**config.mk**
```make
export PLATFORM = sky130hd
export DESIGN_NAME = data_mem_io
export DESIGN_NICKNAME = d
export VERILOG_FILES = /design/src/rtl/data_mem_io.sv
export SDC_FILE = /design/constraint.sdc
export NUM_CORES = 2
export LEC_CHECK = 0
export CORE_MARGIN = 5
export CORE_UTILIZATION = 31
export CTS_BUF_LIST = sky130_fd_sc_hd__clkbuf_8
export DETAILED_ROUTE_END_ITERATION = 16
export PLACE_DENSITY = 0.46
export SLEW_MARGIN = 20
export SYNTH_ARGS = -nofsm -noshare
export SYNTH_HDL_FRONTEND = slang
export SYNTH_SLANG_ARGS = --single-unit
```
**constraint.sdc**
```tcl
create_clock -name clk -period 4.75 [get_ports clk]
set_clock_uncertainty 0.15 [all_clocks]
set_input_delay 0.475 -clock clk [delete_from_list [all_inputs] [get_ports clk]]
set_output_delay 0.475 -clock clk [all_outputs]
set_load 0.01 [all_outputs]
```
**src/rtl/data_mem_io.sv**
```systemverilog
// Data-side memory for the single-cycle CPU: word RAM plus an MMIO page holding
// an LED register, a free-running timer with compare flag, and an 8N1 UART transmitter.
module data_mem_io #(
    parameter int unsigned DEPTH        = 64,
    parameter int unsigned CLKS_PER_BIT = 868,
    parameter logic [31:0] MMIO_BASE    = 32'hFFFF_0000
) (
    input  logic        clk,
    input  logic        reset,
    input  logic        MemWrite,
    input  logic [31:0] Addr,
    input  logic [31:0] WriteData,
    output logic [31:0] ReadData,
    output logic [7:0]  LED,
    output logic        irq,
    output logic        uart_tx
);
    localparam int unsigned AW        = $clog2(DEPTH);
    localparam int unsigned BW        = $clog2(CLKS_PER_BIT);
    localparam logic [31:0] RAM_BYTES = 32'(DEPTH * 4);
    localparam logic [BW-1:0] BAUD_LAST = BW'(CLKS_PER_BIT - 1);

    // Word offsets inside the MMIO page (Addr[7:2])
    localparam logic [5:0] OFF_LED    = 6'h00;
    localparam logic [5:0] OFF_TCOUNT = 6'h01;
    localparam logic [5:0] OFF_TCMP   = 6'h02;
    localparam logic [5:0] OFF_STATUS = 6'h03;
    localparam logic [5:0] OFF_UARTTX = 6'h04;

    typedef enum logic [1:0] {IDLE, START, DATA, STOP} uart_state_t;

    logic          ram_hit;
    logic          mmio_hit;
    logic [AW-1:0] ram_idx;
    logic [5:0]    mmio_off;
    logic          wr_led;
    logic          wr_tcount;
    logic          wr_tcmp;
    logic          wr_status;
    logic          wr_uart;

    logic [31:0]   mem [DEPTH];
    logic [31:0]   tcount;
    logic [31:0]   tcmp;
    logic          match_flag;

    uart_state_t   state;
    logic [BW-1:0] baud;
    logic [2:0]    bit_idx;
    logic [7:0]    tx_byte;
    logic          uart_busy;
    logic          uart_accept;

    // Address decode; byte offset bits are ignored everywhere
    assign ram_hit   = Addr < RAM_BYTES;
    assign mmio_hit  = Addr[31:8] == MMIO_BASE[31:8];
    assign ram_idx   = Addr[AW+1:2];
    assign mmio_off  = Addr[7:2];

    assign wr_led    = MemWrite && mmio_hit && (mmio_off == OFF_LED);
    assign wr_tcount = MemWrite && mmio_hit && (mmio_off == OFF_TCOUNT);
    assign wr_tcmp   = MemWrite && mmio_hit && (mmio_off == OFF_TCMP);
    assign wr_status = MemWrite && mmio_hit && (mmio_off == OFF_STATUS);
    assign wr_uart   = MemWrite && mmio_hit && (mmio_off == OFF_UARTTX);

    // Data RAM: contents survive reset
    always_ff @(posedge clk) begin
        if (MemWrite && ram_hit) begin
            mem[ram_idx] <= WriteData;
        end
    end

    always_ff @(posedge clk or posedge reset) begin
        if (reset) begin
            LED <= '0;
        end else if (wr_led) begin
            LED <= WriteData[7:0];
        end
    end

    // Timer: a load beats the increment, and a new match beats a W1C clear
    always_ff @(posedge clk or posedge reset) begin
        if (reset) begin
            tcount     <= '0;
            tcmp       <= '1;
            match_flag <= 1'b0;
        end else begin
            tcount <= wr_tcount ? WriteData : tcount + 32'd1;
            if (wr_tcmp) begin
                tcmp <= WriteData;
            end
            if (tcount == tcmp) begin
                match_flag <= 1'b1;
            end else if (wr_status && WriteData[0]) begin
                match_flag <= 1'b0;
            end
        end
    end

    assign irq         = match_flag;
    assign uart_busy   = state != IDLE;
    assign uart_accept = wr_uart && !uart_busy;

    // UART transmitter; the line level is registered alongside the state
    always_ff @(posedge clk or posedge reset) begin
        if (reset) begin
            state   <= IDLE;
            baud    <= '0;
            bit_idx <= '0;
            tx_byte <= '0;
            uart_tx <= 1'b1;
        end else begin
            case (state)
                IDLE: begin
                    if (uart_accept) begin
                        state   <= START;
                        tx_byte <= WriteData[7:0];
                        baud    <= '0;
                        uart_tx <= 1'b0;
                    end
                end
                START: begin
                    if (baud == BAUD_LAST) begin
                        state   <= DATA;
                        baud    <= '0;
                        bit_idx <= '0;
                        uart_tx <= tx_byte[0];
                    end else begin
                        baud <= baud + BW'(1);
                    end
                end
                DATA: begin
                    if (baud == BAUD_LAST) begin
                        baud <= '0;
                        if (bit_idx == 3'd7) begin
                            state   <= STOP;
                            uart_tx <= 1'b1;
                        end else begin
                            bit_idx <= bit_idx + 3'd1;
                            uart_tx <= tx_byte[bit_idx + 3'd1];
                        end
                    end else begin
                        baud <= baud + BW'(1);
                    end
                end
                STOP: begin
                    if (baud == BAUD_LAST) begin
                        state <= IDLE;
                        baud  <= '0;
                    end else begin
                        baud <= baud + BW'(1);
                    end
                end
                default: begin
                    state   <= IDLE;
                    uart_tx <= 1'b1;
                end
            endcase
        end
    end

    // Combinational load path so loads complete in the same cycle
    always_comb begin
        ReadData = '0;
        if (ram_hit) begin
            ReadData = mem[ram_idx];
        end else if (mmio_hit) begin
            case (mmio_off)
                OFF_LED:    ReadData = {24'd0, LED};
                OFF_TCOUNT: ReadData = tcount;
                OFF_TCMP:   ReadData = tcmp;
                OFF_STATUS: ReadData = {30'd0, uart_busy, match_flag};
                OFF_UARTTX: ReadData = {24'd0, tx_byte};
                default:    ReadData = '0;
            endcase
        end
    end

endmodule

```
==> results.md <==
- The flow ran to the end, and the final reports show no timing, DRC or antenna violations.
- The effective utilization at floorplan is 0.312.
- The first routing iteration left between 6k and 7k violations.
- Final hold analysis gives a worst-case slack of ~0.21 ns.
- Setup repair after global routing left no endpoint under its margin.
- The number of enable-type register cells in the synthesized netlist is just over 2k.
- Entering global routing, the biggest net connects 69 pins.
- The clock-pin slew of the registers on the worst-case setup and hold paths is 0.06 ns.
- The Yosys step of the flow raised 0 warnings.
- In this run the power density over the cells is between 300 and 400 mW/mm2.
- The number of hold violations in the final report came to 0.
- For met3 alone, demand over resource in global routing was 0.0390.
- The global routing's busiest layer is met2.
- The area enclosed by the die boundary is 0.283 mm2.
- In the global route stage, met1 resource usage came out at 0.293.
- A synthesized cell averages between 15 and 20 um2.
- The critical path arrival is between 4 and 5 ns.
- The first-pass GRT wire length is between 400000 and 500000 um.
- The area of all placed cells without fillers is 0.100 mm2.
- The leakage power of the design is about 33 nW.
- The die is 532 um tall.
- For this run, the slowest stage of the critical path takes slightly below 0.6 ns.
- Walking the worst path, the cells encountered are clkdlybuf4s50_1 -> or3_4 -> buf_4 -> a21oi_1 -> nand4_1 -> buf_4 -> buf_4 -> buf_4 -> nor2_1 -> buf_4 -> or3_1 -> o32a_1 -> clkdlybuf4s50_1.
- The post-synthesis net count is around 5k.
- For this run, the total global-route usage over all layers was measured as 0.211.
- The number of I/O pins is 109.
- The tool flagged a number of max-cap violations equal to 0.
- The H-tree level count is 5.
- The first detailed-routing pass took 6 iterations.
- The classification of the worst setup path is in -> out.
- The DRC violations left is 0.
- The via count of the first global-routing pass came to 51.1k.
- The routed via count is between 50k and 60k.
- The synthesized netlist cell count is between 4k and 5k.
- Row generation in the floorplan step produced ~190 rows.
- In the global route stage, met2 resource usage came out at 0.340.
- The standard cell core area is around 0.27 mm2.
- The total clock buffers created by CTS is approximately 380.
- For the finished layout, the period the worst path requires is 4.67 ns.
- The share of power burned in combinational logic is 0.066.
- After global routing the overflow that remains totals 0.
- Of the synthesized area, sequential elements account for 0.758.
- The tightest slew margin relative to the limit is 0.286.
- The largest individual stage delay along the critical path comes from the cell clkdlybuf4s50_1.
- The category of the worst setup path launch point is an input port.
- The part of the power in the clock network is 0.394.
- The average via count per standard cell is about 5.5.
- The predominant post-synthesis flop cell is edfxtp_1.
- The max-slew violation total from the final report is 0.
- The tightest min-delay check is of the in -> reg type.
- For the pin with the worst max-slew slack, the measured transition is about 1.1 ns.
- The placed standard-cell area is ~0.094 mm2.
- The number of nets still failing antenna checks after routing is 0.
- The clock tree from TritonCTS is built.
- The cell repeated most along the worst path is buf_4.
- The share of the cycle needed by the critical path after routing is 0.983.
- The setup violation total in the final timing report is 0.
- The peak clock frequency supported by timing is roughly 210 MHz.
- The analysis attributes to net switching a power of 9.21 mW.
- The synthesized cell area is 0.0844 mm2.
- The initial antenna violation count is 17.
- The routed wire length per instance is about 33 um.
- The final estimated routing congestion in global placement is between 0.8 and 0.9.
- The clock latency at the later pin of the worst-skew pair is around 1.1 ns.
- The detailed placer's ending HPWL is between 150000 and 200000 um.
- The largest fanout on the critical path is 14.
- Measured along the x axis, the die boundary spans about 530 um.
- The area overhead of the layout relative to synthesis is 19.0%.
- The clock net in this run drives a total of approximately 2.1k sinks.
- The endpoint required time on the critical path is between 4 and 5 ns.
- Synthesis inferred 2145 register bits.
- Yosys mapped the design onto around 70 distinct sky130hd cell types.
- The worst setup path is captured at an output port.
- The share of cells above drive strength 1 is 0.250.
- The sequential share of power is 0.540.
- Counting along the longest clock path gives a buffer depth of 4.
- The number of nets in the layout is around 5.5k.
- The net switching share of the total power is 0.240.
- Buffers placed on the I/O ports in this run total between 100 and 150.
- Cell internal power was estimated by the tool at 29.1 mW.
- The sum of routed wire length over all layers is ~300000 um.
- The async set-reset flop share out of synthesis is 0.0452.
- Clock tree synthesis selected as its root buffer the cell clkbuf_8.
- The worst-case IR drop observed on VDD is 0.225 mV.
final timing paths:
kind                                      to          start  cells after the start  slack [ns]
worst max-delay path            ReadData[12]        Addr[5]                     13        0.08
worst min-delay path              mem[9][30]  WriteData[30]                      2        0.21
worst max register to register    tcount[31]      tcount[2]                      7        2.09
worst min register to register       baud[9]        baud[9]                      2        0.33
max in group asynchronous            baud[1]          reset                      4        3.05
min in group asynchronous         tcount[12]          reset                      3        0.30
power by group through the flow:
| stage | Clock (mW) | Sequential [mW] | Combinational [mW] |
|---|---|---|---|
| after floorplan | 0 | 21.1 | 1.00 |
| after global placement | 0 | 21.1 | 2.46 |
| after detailed placement | 0 | 21.1 | 2.48 |
| after CTS | 15.5 | 20.7 | 2.51 |
| after global routing | 16.4 | 20.7 | 2.63 |
| final | 15.1 | 20.7 | 2.53 |
synth_stat cells, types with 4 or more instances:
| master | n | area share |
|---|---|---|
| mux2_2 | 178 | 0.024 |
| nor2_1 | 249 | 0.011 |
| and2_1 | 9 | 0.00067 |
| o21ai_1 | 31 | 0.0018 |
| nand2_1 | 170 | 0.0076 |
| nand3_1 | 26 | 0.0015 |
| nor2b_1 | 5 | 0.00037 |
| a21oi_1 | 138 | 0.0082 |
| a221o_1 | 62 | 0.0074 |
| a211oi_1 | 7 | 0.00062 |
| and3_1 | 11 | 0.00082 |
| nor3_1 | 21 | 0.0012 |
| a22oi_1 | 86 | 0.0076 |
| mux2i_1 | 219 | 0.026 |
| clkbuf_1 | 126 | 0.0056 |
| mux2_1 | 16 | 0.0021 |
| mux4_2 | 146 | 0.039 |
| xor2_1 | 48 | 0.0050 |
| o22ai_1 | 88 | 0.0065 |
| xnor2_1 | 15 | 0.0016 |
| nor4_1 | 63 | 0.0047 |
| o211ai_1 | 16 | 0.0014 |
| ha_1 | 8 | 0.0012 |
| dfstp_2 | 33 | 0.010 |
| buf_2 | 118 | 0.0070 |
| a221oi_1 | 297 | 0.031 |
| a222oi_1 | 6 | 0.00071 |
| buf_1 | 36 | 0.0016 |
| buf_4 | 39 | 0.0035 |
| buf_6 | 22 | 0.0029 |
| nand2b_1 | 10 | 0.00074 |
| inv_1 | 12 | 0.00053 |
| a31oi_1 | 5 | 0.00037 |
| nand4_1 | 21 | 0.0016 |
| a21boi_0 | 4 | 0.00036 |
| o21ai_0 | 172 | 0.010 |
| o2bb2ai_1 | 5 | 0.00052 |
| o221ai_1 | 22 | 0.0023 |
| dfrtp_1 | 64 | 0.019 |
| a22o_1 | 59 | 0.0061 |
| edfxtp_1 | 2048 | 0.73 |
| o22a_1 | 19 | 0.0020 |
routing by layer:
metal / wire length (um) / share of wire
met5: 9 / 0.000029
met4: 8270 / 0.027
met3: 22400 / 0.073
met2: 144000 / 0.47
met1: 132000 / 0.43
state kept, by name, indices dropped and copies added, names as in the netlist:
| signal | count |
|---|---|
| mem | 2048 |
| tcmp | 32 |
| tcount | 32 |
| baud | 10 |
| LED | 8 |
| tx_byte | 8 |
| bit_idx | 3 |
| state | 2 |
| irq | 1 |
| uart_tx | 1 |
repair_timing:
action,4_1_cts,5_1_grt
endpoints found under the hold margin,1127,0
setup endpoints to repair,15,9
hold buffers,33,0
gates resized for setup,16,15
setup buffers,2,0
pin swaps,3,2
layout make-up:
cell class	count	area [um2]
Fill cell	25500	171000
Timing Repair Buffer	628	6200
Antenna cell	5	12.5
Multi-Input combinational cell	2283	19300
Clock inverter	254	1120
Tap cell	3570	4470
Inverter	14	70.1
Clock buffer	384	5290
Sequential cell	2145	64000
worst max-delay path, delay by kind of cell:
family                 cells  cell delay (ns)
buffers and inverters      7             2.04
and+or+nand+nor            4             1.10
AOI/OAI and AO/OA          2             0.40
cell families after synthesis:
kind of cell | synth area share
muxes | 0.0908
xor gates and xnor gates | 0.00654
adders and majority gates | 0.00119
AOI/OAI and AO/OA | 0.0906
DFF | 0.758
and+or+nand+nor | 0.0320
buffers and inverters | 0.0212
cells in the final DEF, fill, tap and decap left out, types with 96 or more instances in the layout:
| cell type | Yosys | layout |
|---|---|---|
| clkbuf_8 | 0 | 384 |
| mux4_2 | 146 | 146 |
| nor2_1 | 249 | 221 |
| mux2_2 | 178 | 178 |
| a221oi_1 | 297 | 292 |
| o21ai_0 | 172 | 169 |
| buf_12 | 0 | 102 |
| clkinv_1 | 0 | 96 |
| edfxtp_1 | 2048 | 2048 |
| mux2i_1 | 219 | 218 |
| buf_4 | 39 | 387 |
| inv_1 | 12 | 132 |
| a21oi_1 | 138 | 137 |
| nand2_1 | 170 | 166 |
stage by stage:
stage	setup slack [ns]	setup TNS, ns	power, mW	std cells	util
floorplan	-0.788	-796.75	22.1	4783	-
global placement	-0.547	-2.55	23.6	8605	0.345
detailed placement	-0.523	-1.76	23.6	8605	0.345
CTS	0.00675	0	38.7	9278	0.370
global route	0.00262	0	39.7	9280	0.371
finish	0.0803	0	38.3	9283	0.371
Note: power is estimated with default switching activity, not from simulation.
